`src/rtl/unidade_controle_exp6.sv`:
```
// Moore control FSM for the exp6 memory game: sequences counter, timer, play register and compare.
// Outputs are registered from the next state, so they change only on the clock or on async reset.
module unidade_controle_exp6 #(
  parameter bit TIMEOUT_EN = 1'b1
) (
  input  logic       clock,
  input  logic       reset,
  input  logic       iniciar,
  input  logic       jogada_feita,
  input  logic       igual,
  input  logic       fimC,
  input  logic       fimT,
  output logic       zeraC,
  output logic       contaC,
  output logic       zeraT,
  output logic       contaT,
  output logic       zeraR,
  output logic       registraR,
  output logic       pronto,
  output logic       acertou,
  output logic       errou,
  output logic       timeout,
  output logic [3:0] db_estado
);

  typedef enum logic [3:0] {
    s_inicial       = 4'h0,
    s_preparacao    = 4'h1,
    s_espera_jogada = 4'h2,
    s_registra      = 4'h4,
    s_comparacao    = 4'h5,
    s_proximo       = 4'h6,
    s_fim_acerto    = 4'hA,
    s_fim_timeout   = 4'hD,
    s_fim_erro      = 4'hE
  } estado_t;

  estado_t    state_q, state_d;
  logic [9:0] out_q, out_d;

  always_comb begin
    state_d = state_q;
    case (state_q)
      s_inicial:       state_d = iniciar ? s_preparacao : s_inicial;
      s_preparacao:    state_d = s_espera_jogada;
      s_espera_jogada: begin
        // A play arriving together with timer expiry still counts as a play
        if (jogada_feita)             state_d = s_registra;
        else if (fimT && TIMEOUT_EN)  state_d = s_fim_timeout;
        else                          state_d = s_espera_jogada;
      end
      s_registra:      state_d = s_comparacao;
      s_comparacao: begin
        if (!igual)     state_d = s_fim_erro;
        else if (fimC)  state_d = s_fim_acerto;
        else            state_d = s_proximo;
      end
      s_proximo:       state_d = s_espera_jogada;
      s_fim_acerto, s_fim_erro, s_fim_timeout:
                       state_d = iniciar ? s_preparacao : state_q;
      default:         state_d = s_inicial;
    endcase

    // Bit order: zeraC contaC zeraT contaT zeraR registraR pronto acertou errou timeout
    out_d = '0;
    case (state_d)
      s_preparacao:    out_d = 10'b1010100000;
      s_espera_jogada: out_d = 10'b0001000000;
      s_registra:      out_d = 10'b0010010000;
      s_proximo:       out_d = 10'b0100000000;
      s_fim_acerto:    out_d = 10'b0000001100;
      s_fim_erro:      out_d = 10'b0000001010;
      s_fim_timeout:   out_d = 10'b0000001001;
      default:         out_d = '0;
    endcase
  end

  always_ff @(posedge clock or posedge reset) begin
    if (reset) begin
      state_q <= s_inicial;
      out_q   <= '0;
    end else begin
      state_q <= state_d;
      out_q   <= out_d;
    end
  end

  assign {zeraC, contaC, zeraT, contaT, zeraR, registraR,
          pronto, acertou, errou, timeout} = out_q;
  assign db_estado = state_q;

endmodule

```
`config.mk`:
```
export PLATFORM = sky130hd
export DESIGN_NAME = unidade_controle_exp6
export DESIGN_NICKNAME = d
export VERILOG_FILES = /design/src/rtl/unidade_controle_exp6.sv
export SDC_FILE = /design/constraint.sdc
export NUM_CORES = 1
export LEC_CHECK = 0
export ABC_AREA = 1
export CAP_MARGIN = 20
export CORE_AREA = 2 2 59 56
export DETAILED_ROUTE_END_ITERATION = 10
export DIE_AREA = 0 0 61 58
export GPL_TIMING_DRIVEN = 1
export PLACE_DENSITY = 0.56
export REMOVE_ABC_BUFFERS = 1
export SYNTH_ARGS = -nofsm -noshare
export SYNTH_HDL_FRONTEND = slang
export SYNTH_SLANG_ARGS = --single-unit
```
`constraint.sdc`:
```
create_clock -name clock -period 1.75 [get_ports clock]
set_input_delay 0.175 -clock clock [delete_from_list [all_inputs] [get_ports clock]]
set_output_delay 0.175 -clock clock [all_outputs]
set_load 0.02 [all_outputs]
```
==> impl_metrics.tcl <==
set metrics [dict create \
    status "complete, no violations" \
    power.leakage_nw 0.4569 \
    dp_slack_ps 316.1 \
    clock_skew_ps 1.897 \
    synth-simple-area-share_pct 38.78 \
    grt_pass1_vias 547 \
    grt_util_all_layers_pct 8.739 \
    fill_cells 324 \
    first_pass_iters 5 \
    max_stage_delay_ps 670 \
    crit_type "register to output pin" \
    powerDensity_nw_per_um2 1550 \
    path_clk_slew_ps 70 \
    initial_utilization_pct 23.06 \
    slowest_stage "clkdlybuf4s50_1" \
    netlist.area_leader.share_pct 48.24 \
    synth.area.top_cells "dfrtp_1 48%, nand2_2 6.5%, nand2_1 6.1%" \
    drive_above_1_share_pct 26.73 \
    cp-end-kind "output pin" \
    grt_antenna_before_repair 0 \
    critical-path-top-delay-family "buffers and inverters" \
    worstPathRequired_ps 1570 \
    ys_seq_area_share_pct 48.24 \
    fp.dieArea_um2 3538 \
    hold_path_class "input pin to asynchronous set/reset pin" \
    cts.sinks 13 \
    setup_viol 0 \
    routedWlPerCell_um 9.168 \
    peakVddDrop_mv 0.4818 \
    worst-path-max-fanout 7 \
    postLayoutCoreUtil_pct 32.35 \
    nNetsFinal 109 \
    remaining_drc_errors 0 \
    synth_area_um2 674.4 \
    maxSlewViolCount 0 \
    yosysWarnings 0 \
    grt-ovfl-total 0 \
    die_w_um 61 \
    ant_nets 0 \
    hold_ws_ps 217.2 \
    avgViaCountPerCell 3.643 \
    grt_setup_unrepaired "false" \
    drt_iter0_drc 18 \
    synthXorXnorAreaFrac_pct 0 \
    vias 521 \
    min_period_over_period_pct 92.21 \
    worst_pin_slew_ps 478.6 \
    ctsLongestPathBuffers 2 \
    insertion_delay_ps 270 \
    cts_root_buffer "clkbuf_4" \
    numCtsBuffers 3 \
    routed_wirelength_um 1311 \
    slew_headroom_pct 68.06 \
    path_cells "clkdlybuf4s50_1" \
    cts_hold_buf 0 \
    timing.fmax_mhz 619.7 \
    place.gp.congestion 0.7896 \
    netlist-cell-type-count 18 \
    io_pins 21 \
    cts_resized 0 \
    synth_area_leader_cell "dfrtp_1" \
    synth_top_family_by_area "simple AND/OR/NAND/NOR gates" \
    tritoncts "built" \
    crit_arrival_ps 1440 \
    synth-seq-cells 13 \
    hold_viol 0 \
    fin_crit_ps 1614 \
    grt_max_degree 14 \
    setup.worst_path.start_class "register" \
    mostFrequentLayoutCells "20 x clkdlybuf4s50_1, 13 x dfrtp_1, 11 x nand2_1, 11 x nor2_1, 10 x inv_1" \
    core.rowCount 19 \
    critical_path_buf_inv_count 1 \
    syn_area_per_cell_um2 8.646 \
    h-tree-depth 1 \
    io_buffer_count 20 \
    drv_cap 0 \
    synth_compound_area_share_pct 3.154 \
    postSynthCellCount 78 \
    grt_pass1_wl_um 2373 \
    die_h_um 58 \
    hpwlAfterDp_um 1064 \
    coreArea_um2 2924 \
    synth_fa_ha_area_share_pct 0 \
    syn2layout_area_growth_pct 40.26 \
    layout_commonest_cell "clkdlybuf4s50_1" \
    antennaDiodeCount 0 \
    synth.area.mux_share_pct 0 \
    fin_ws_ps 136.4 \
    cts_setup_buffers 0 \
    fin_setup_tns_ps 0 \
]
-- final cells by class --
cell class	count	area, um2	share of cell area, %
Clock buffer	4	26.28	2.778
Inverter	15	58.81	6.217
Timing Repair Buffer	20	200.2	21.16
Sequential cell	13	325.3	34.39
Multi-Input combinational cell	49	282.8	29.89
Tap cell	42	52.55	5.556
-- Yosys cell counts --
cell      instances
nand3_2           3
o21ai_0           1
dfrtp_1          13
o211ai_1          1
buf_4             1
o21ai_2           1
nor2_4            1
nor2_2            4
nand2_2           7
inv_4             1
nand4_1           1
inv_2             4
nor2_1           11
inv_1            10
nand3_4           1
nand3_1           5
nand2_1          11
nor3_2            2
-- stage by stage --
step	instance area, um2	std cells	power [mW]
global placement	919.6	139	1.298
finish	945.9	143	1.466
global route	945.9	143	1.611
floorplan	666.9	77	1.012
CTS	945.9	143	1.486
detailed placement	919.6	139	1.300
-- routing by layer --
layer  GRT usage (%)  vias up  part of all wire [%]
met5               0        -                     0
met4           1.863        0                     0
met3           2.902        0                   6.3
met2           13.36       15                    45
met1           12.06      223                    49
li1                -      283                     -
-- registers in the layout, indices dropped and copies added, names as in the netlist --
register / cells
db_estado: 4
out_q: 9
-- final timing paths --
kind	from	end	slack, ps	cells after the start
worst min-delay path	reset	out_q[7]$_DFF_PP0_	220	2
worst max-delay path	db_estado[3]$_DFF_PP0_	db_estado[3]	140	1
min in group clock	igual	out_q[3]$_DFF_PP0_	580	4
worst min register to register	db_estado[1]$_DFF_PP0_	db_estado[1]$_DFF_PP0_	690	2
worst max register to register	db_estado[3]$_DFF_PP0_	out_q[5]$_DFF_PP0_	390	8
max in group asynchronous	reset	out_q[6]$_DFF_PP0_	1210	2
-- kinds of logic (layout without fill, tap and decap cells) --
| logic type | count (synthesis) | after routing |
|---|---|---|
| simple gates | 46 | 46 |
| buf+inv | 16 | 39 |
| flops | 13 | 13 |
| compound gates | 3 | 3 |
-- power breakdown --
part	internal [mW]	switching [mW]	leakage [nW]
registers	0.391	0.0873	0.174
clock network	0.0883	0.0901	0.0150
logic	0.329	0.481	0.268
total	0.808	0.658	0.457
No activity file was read; power rests on OpenSTA's default activity.
